<file path="src/rtl/ex_mem_req.sv">
// EX-stage data request issuer: drives an SRAM-like data port for loads/stores and
// tracks outstanding and dropped responses. Define MEM_REQ_ALE_CHECK_EN to enable misalignment (ale) detection.
module ex_mem_req #(
  parameter int OUTST_MAX = 2
) (
  input  logic        clk,
  input  logic        reset,
  input  logic        ex_valid,
  input  logic        ex_ld,
  input  logic        ex_st,
  input  logic [1:0]  ex_size,
  input  logic [31:0] ex_addr,
  input  logic [31:0] ex_rkd,
  input  logic        ex_cancel,
  input  logic        mem_allow_in,
  output logic        data_sram_req,
  output logic        data_sram_wr,
  output logic [1:0]  data_sram_size,
  output logic [3:0]  data_sram_wstrb,
  output logic [31:0] data_sram_addr,
  output logic [31:0] data_sram_wdata,
  input  logic        data_sram_addr_ok,
  input  logic        data_sram_data_ok,
  output logic        ex_ready_go,
  output logic        wait_data_ok,
  output logic        data_ok_fwd,
  output logic        ale,
  output logic [2:0]  outst_cnt,
  output logic [1:0]  dbg_state
);

  // Handshake: data_sram_req stays high with frozen fields until data_sram_addr_ok;
  // the request is accepted in the cycle both are high. The EX inst leaves when
  // ex_ready_go & mem_allow_in. Responses (data_sram_data_ok) return in request order.

  typedef enum logic [1:0] {
    S_IDLE = 2'd0,
    S_REQ  = 2'd1,
    S_ACC  = 2'd2
  } state_t;

  localparam logic [2:0] MAX_CNT = 3'(OUTST_MAX);

  state_t      r_state;
  state_t      w_next;
  logic        r_pend_drop;
  logic        r_handoff;
  logic [2:0]  r_outst;
  logic [2:0]  r_drop;
  logic        r_wr;
  logic [1:0]  r_size;
  logic [3:0]  r_wstrb;
  logic [31:0] r_addr;
  logic [31:0] r_wdata;

  logic        w_mem_inst;
  logic        w_ale;
  logic        w_accept;
  logic        w_outst_dec;
  logic [2:0]  w_outst_eff;
  logic        w_room;
  logic        w_issue;
  logic        w_drop_inc;
  logic        w_drop_dec;
  logic [3:0]  w_wstrb;
  logic [31:0] w_wdata;

  assign w_mem_inst = ex_valid & (ex_ld | ex_st);

`ifdef MEM_REQ_ALE_CHECK_EN
  assign w_ale = w_mem_inst &
                 (((ex_size == 2'd1) & ex_addr[0]) |
                  ((ex_size == 2'd2) & (ex_addr[1:0] != 2'b00)));
`else
  assign w_ale = 1'b0;
`endif

  always_comb begin
    w_wstrb = 4'b0000;
    w_wdata = ex_rkd;
    case (ex_size)
      2'd0: begin
        w_wdata = {4{ex_rkd[7:0]}};
        if (ex_st) w_wstrb = 4'b0001 << ex_addr[1:0];
      end
      2'd1: begin
        w_wdata = {2{ex_rkd[15:0]}};
        if (ex_st) w_wstrb = ex_addr[1] ? 4'b1100 : 4'b0011;
      end
      default: begin
        if (ex_st) w_wstrb = 4'b1111;
      end
    endcase
  end

  assign w_accept    = (r_state == S_REQ) & data_sram_addr_ok;
  // A response in this cycle frees a slot, so a full window can refill without a bubble.
  assign w_outst_dec = data_sram_data_ok & (r_outst != 3'd0);
  assign w_outst_eff = r_outst - {2'b00, w_outst_dec};
  assign w_room      = w_outst_eff < MAX_CNT;
  assign w_issue     = (r_state == S_IDLE) & w_mem_inst & ~ex_cancel & ~w_ale &
                       w_room & ~r_handoff;
  assign w_drop_inc  = (w_accept & (r_pend_drop | ex_cancel)) |
                       ((r_state == S_ACC) & ex_cancel);
  assign w_drop_dec  = data_sram_data_ok & (r_drop != 3'd0);

  always_ff @(posedge clk or posedge reset) begin
    if (reset) r_state <= S_IDLE;
    else       r_state <= w_next;
  end

  always_comb begin
    w_next = r_state;
    case (r_state)
      S_IDLE: if (w_issue) w_next = S_REQ;
      S_REQ: begin
        if (data_sram_addr_ok) begin
          if (r_pend_drop | ex_cancel | mem_allow_in) w_next = S_IDLE;
          else                                        w_next = S_ACC;
        end
      end
      S_ACC: if (mem_allow_in | ex_cancel) w_next = S_IDLE;
      default: w_next = S_IDLE;
    endcase
  end

  always_comb begin
    data_sram_req = (r_state == S_REQ);
    ex_ready_go   = 1'b0;
    if (~w_mem_inst | w_ale | ex_cancel) begin
      ex_ready_go = 1'b1;
    end else begin
      case (r_state)
        S_REQ:   ex_ready_go = data_sram_addr_ok & ~r_pend_drop;
        S_ACC:   ex_ready_go = 1'b1;
        default: ex_ready_go = 1'b0;
      endcase
    end
    wait_data_ok = w_mem_inst & ~ex_cancel &
                   ((w_accept & ~r_pend_drop) | (r_state == S_ACC));
  end

  // A cancel while waiting for addr_ok cannot withdraw the request; remember to drop its response.
  always_ff @(posedge clk or posedge reset) begin
    if (reset) begin
      r_pend_drop <= 1'b0;
      r_handoff   <= 1'b0;
    end else begin
      if (w_accept)                          r_pend_drop <= 1'b0;
      else if ((r_state == S_REQ) & ex_cancel) r_pend_drop <= 1'b1;
      r_handoff <= (r_state == S_ACC) & (w_next == S_IDLE) & ~ex_cancel;
    end
  end

  always_ff @(posedge clk or posedge reset) begin
    if (reset) begin
      r_outst <= 3'd0;
      r_drop  <= 3'd0;
    end else begin
      r_outst <= r_outst + {2'b00, w_accept} - {2'b00, w_outst_dec};
      r_drop  <= r_drop + {2'b00, w_drop_inc} - {2'b00, w_drop_dec};
    end
  end

  always_ff @(posedge clk or posedge reset) begin
    if (reset) begin
      r_wr    <= 1'b0;
      r_size  <= 2'd0;
      r_wstrb <= 4'b0000;
      r_addr  <= 32'd0;
      r_wdata <= 32'd0;
    end else if (w_issue) begin
      r_wr    <= ex_st;
      r_size  <= ex_size;
      r_wstrb <= w_wstrb;
      r_addr  <= ex_addr;
      r_wdata <= w_wdata;
    end
  end

  assign data_sram_wr    = r_wr;
  assign data_sram_size  = r_size;
  assign data_sram_wstrb = r_wstrb;
  assign data_sram_addr  = r_addr;
  assign data_sram_wdata = r_wdata;
  // Responses with nothing outstanding (e.g. stragglers from before a reset) are ignored.
  assign data_ok_fwd     = data_sram_data_ok & (r_drop == 3'd0) & (r_outst != 3'd0);
  assign ale             = w_ale;
  assign outst_cnt       = r_outst;
  assign dbg_state       = r_state;

endmodule

</file>
<file path="config.mk">
export PLATFORM = sky130hd
export DESIGN_NAME = ex_mem_req
export DESIGN_NICKNAME = d
export VERILOG_FILES = /design/src/rtl/ex_mem_req.sv
export SDC_FILE = /design/constraint.sdc
export NUM_CORES = 1
export LEC_CHECK = 0
export ABC_CLOCK_PERIOD_IN_PS = 8300
export CAP_MARGIN = 20
export CORE_MARGIN = 8
export CORE_UTILIZATION = 46
export DETAILED_ROUTE_END_ITERATION = 7
export PLACE_DENSITY = 0.87
export SETUP_SLACK_MARGIN = 0.2
export SYNTH_ARGS = -nofsm -noshare
export SYNTH_HDL_FRONTEND = slang
export SYNTH_SLANG_ARGS = --single-unit
</file>
<file path="constraint.sdc">
create_clock -name clk -period 8.3 [get_ports clk]
set_input_delay 2.075 -clock clk [delete_from_list [all_inputs] [get_ports clk]]
set_output_delay 2.075 -clock clk [all_outputs]
set_load 0.02 [all_outputs]
</file>
==> impl_metrics.toml <==
[yosys]
synth_seq_cells = 81
syn_area_mm2 = 0.00373
syn-instance-count = 298
yosysTopAreaCellShare = 0.543
ys.flop_type = "dfrtp_1"
synth_cell_types = 35
synth_largest_area_cell = "dfrtp_1"
synth_most_common_cell = "dfrtp_1"
synth-edff-count = 0
yosys-top-cells-count = "dfrtp_1 (81), mux2_1 (47), mux2i_1 (27)"
ys_warn_count = 0
avgSynthCellArea_um2 = 12.5
syn-num-nets = 384
async_flop_share = 1.00
synthTopCellsByArea = "dfrtp_1 (54%), mux2_1 (14%), mux2i_1 (7.2%), ha_1 (3.0%), a31oi_1 (2.7%)"
ys_seq_area_frac = 0.543

[timing]
worst_pin_slew_ps = 863
rsz0062_at_grt = "false"
finalHoldViolCount = 0
finalCritPeriodShare = 0.707
min_period_ps = 5870
setup_slack_ps = 2430
tns_ps = 0
max_freq_mhz = 170
slew_headroom = 0.422
finalSetupViolCount = 0
finalMaxSlewViolations = 0
fin_skew_ps = 8.29

[hold_path]
worstHoldPathCells = 1
hold_path.class = "reg2reg"
hold_path_end = "data_sram_addr[28]"
hold_start = "data_sram_addr[28]"

[route]
post_drt_wl_per_cell_um = 18.0
drtAntennaViolNets = 0
drt_iter0_drc = 130
drc = 0
vias_per_cell = 5.08
drt_wl_total_um = 10100
vias = 2844
dr.pass1.iters = 4

[placement]
pre_cts_ws_ps = 2440
gp_congestion = 0.836
hpwlAfterDp_um = 7710
portBuffers = 154

[cts]
worstSkewPairLatency_ps = 340
cts_tree = "built"
clk_pin_slew_ps = 70
cts_hold_buffers = 0
cts_buffers = 9
post_cts_buffers = 0
cts_sinks = 81
ctsResizeCount = 0
root_buffer = "clkbuf_8"
clk_path_buf_depth = 2
htree_levels = 3

[power]
p_per_area_mw_per_mm2 = 375
leakagePower_nw = 2.45
vdd_drop_max_uv = 195

[setup_path]
critPathLaunchType = "input pin"
ff2ff_path_depth = 9
cp_max_fo = 6
r2r-start = "outst_cnt[1]"
rr_endpoint = "data_sram_wdata[0]"
critPathKind = "in2out"
setup.worst_path.end_class = "output port"
cp.required_ps = 6230
crit_arrival_ps = 3800
regToRegSetupSlack_ps = 4890

[job]
maxCapViolations = 0

[die]
die_h_um = 106
num_rows = 33
die-width_um = 106
start_util = 0.464
fp.dieArea_mm2 = 0.0113
design.core.area_mm2 = 0.00805
pin_count = 156

[grt]
antenna_found_initial = 0
first_global_vias = 3033
track_usage = 0.175
grt_max_degree = 82
grt_first_pass_wirelength_um = 15900
overflow = 0

[outcome]
status = "finished, final reports clean"

[final_layout]
drive_above_1_share = 0.0615
fin_nets = 538
diodes = 0
syn_to_final_growth_pct = 50.7
cells by family after synthesis:
kind of cell	share of synthesized area
AND/OR/NAND/NOR	0.0536
XOR/XNOR	0.0117
AO/OA/AOI/OAI	0.0861
flip-flops	0.543
multiplexers	0.229
other	0.00100
buffers and inverters	0.0345
adder cells (fa/ha/maj)	0.0409
through the flow:
step,hold slack [ps],utilization,power (mW),instances,area [um2]
floorplan,468,-,1.26,298,3730
global placement,474,0.667,1.75,545,5370
detailed placement,481,0.667,1.79,545,5370
CTS,497,0.696,2.14,559,5600
global route,507,0.699,2.23,560,5630
finish,491,0.699,2.11,560,5630
sequential cells by signal, summed over array words and instances (netlist names), 2 cells and up:
register	cells
data_sram_addr	32
data_sram_size	2
data_sram_wdata	32
data_sram_wstrb	4
dbg_state	2
outst_cnt	3
r_drop	3
how the worst max path moves through the flow:
stage                     slack [ps]            to  depth (start not counted)         startpoint
final                           2430  wait_data_ok                          5          ex_cancel
after global routing            2330  wait_data_ok                          5          ex_cancel
after CTS                       2440  wait_data_ok                          5          ex_cancel
after detailed placement        2440  wait_data_ok                          5          ex_cancel
after global placement          2490  wait_data_ok                          5          ex_cancel
after floorplan                 3430   data_ok_fwd                          2  data_sram_data_ok
power breakdown:
part	internal, mW	switching [mW]	total (mW)	leakage, nW
clock	0.205	0.130	0.335	0.115
sequential	0.591	0.117	0.708	0.975
combinational	0.524	0.541	1.06	1.36
total	1.32	0.788	2.11	2.45
layout by cell type (no fill, tap or decap), types with 2 or more instances in the layout:
| master | count |
|---|---|
| clkdlybuf4s50_1 | 154 |
| dfrtp_1 | 81 |
| mux2_1 | 47 |
| mux2i_1 | 27 |
| a21oi_1 | 19 |
| a31oi_1 | 16 |
| inv_1 | 13 |
| o21ai_0 | 12 |
| nand2_1 | 11 |
| clkbuf_8 | 10 |
| nor2_1 | 9 |
| ha_1 | 9 |
| nor2b_1 | 5 |
| mux2_2 | 5 |
| buf_4 | 5 |
| xnor2_1 | 4 |
| nand2b_1 | 3 |
| bufinv_16 | 3 |
| fa_1 | 2 |
final cells by class:
type | count | area, um2
multi-input cells | 186 | 1580
well taps | 105 | 131
repair buffers | 160 | 1610
clock buffers | 11 | 141
flip-flops and latches | 81 | 2030
fillers | 615 | 2420
inverters | 14 | 53.8
clock inverters | 3 | 90.1
routing by layer:
layer / up-vias / GRT usage / share of wire
met5: - / 0 / 0
met2: 97 / 0.288 / 0.49
met3: 13 / 0.0647 / 0.076
met1: 1377 / 0.208 / 0.42
met4: 0 / 0.0583 / 0.014
li1: 1357 / - / -
critical path, stage by stage:
cell             delay, ps
clkdlybuf4s50_1        530
nand2b_4               210
nor2_1                 210
o21a_1                 170
clkdlybuf4s50_1        600
No activity file was read; power rests on OpenSTA's default activity.
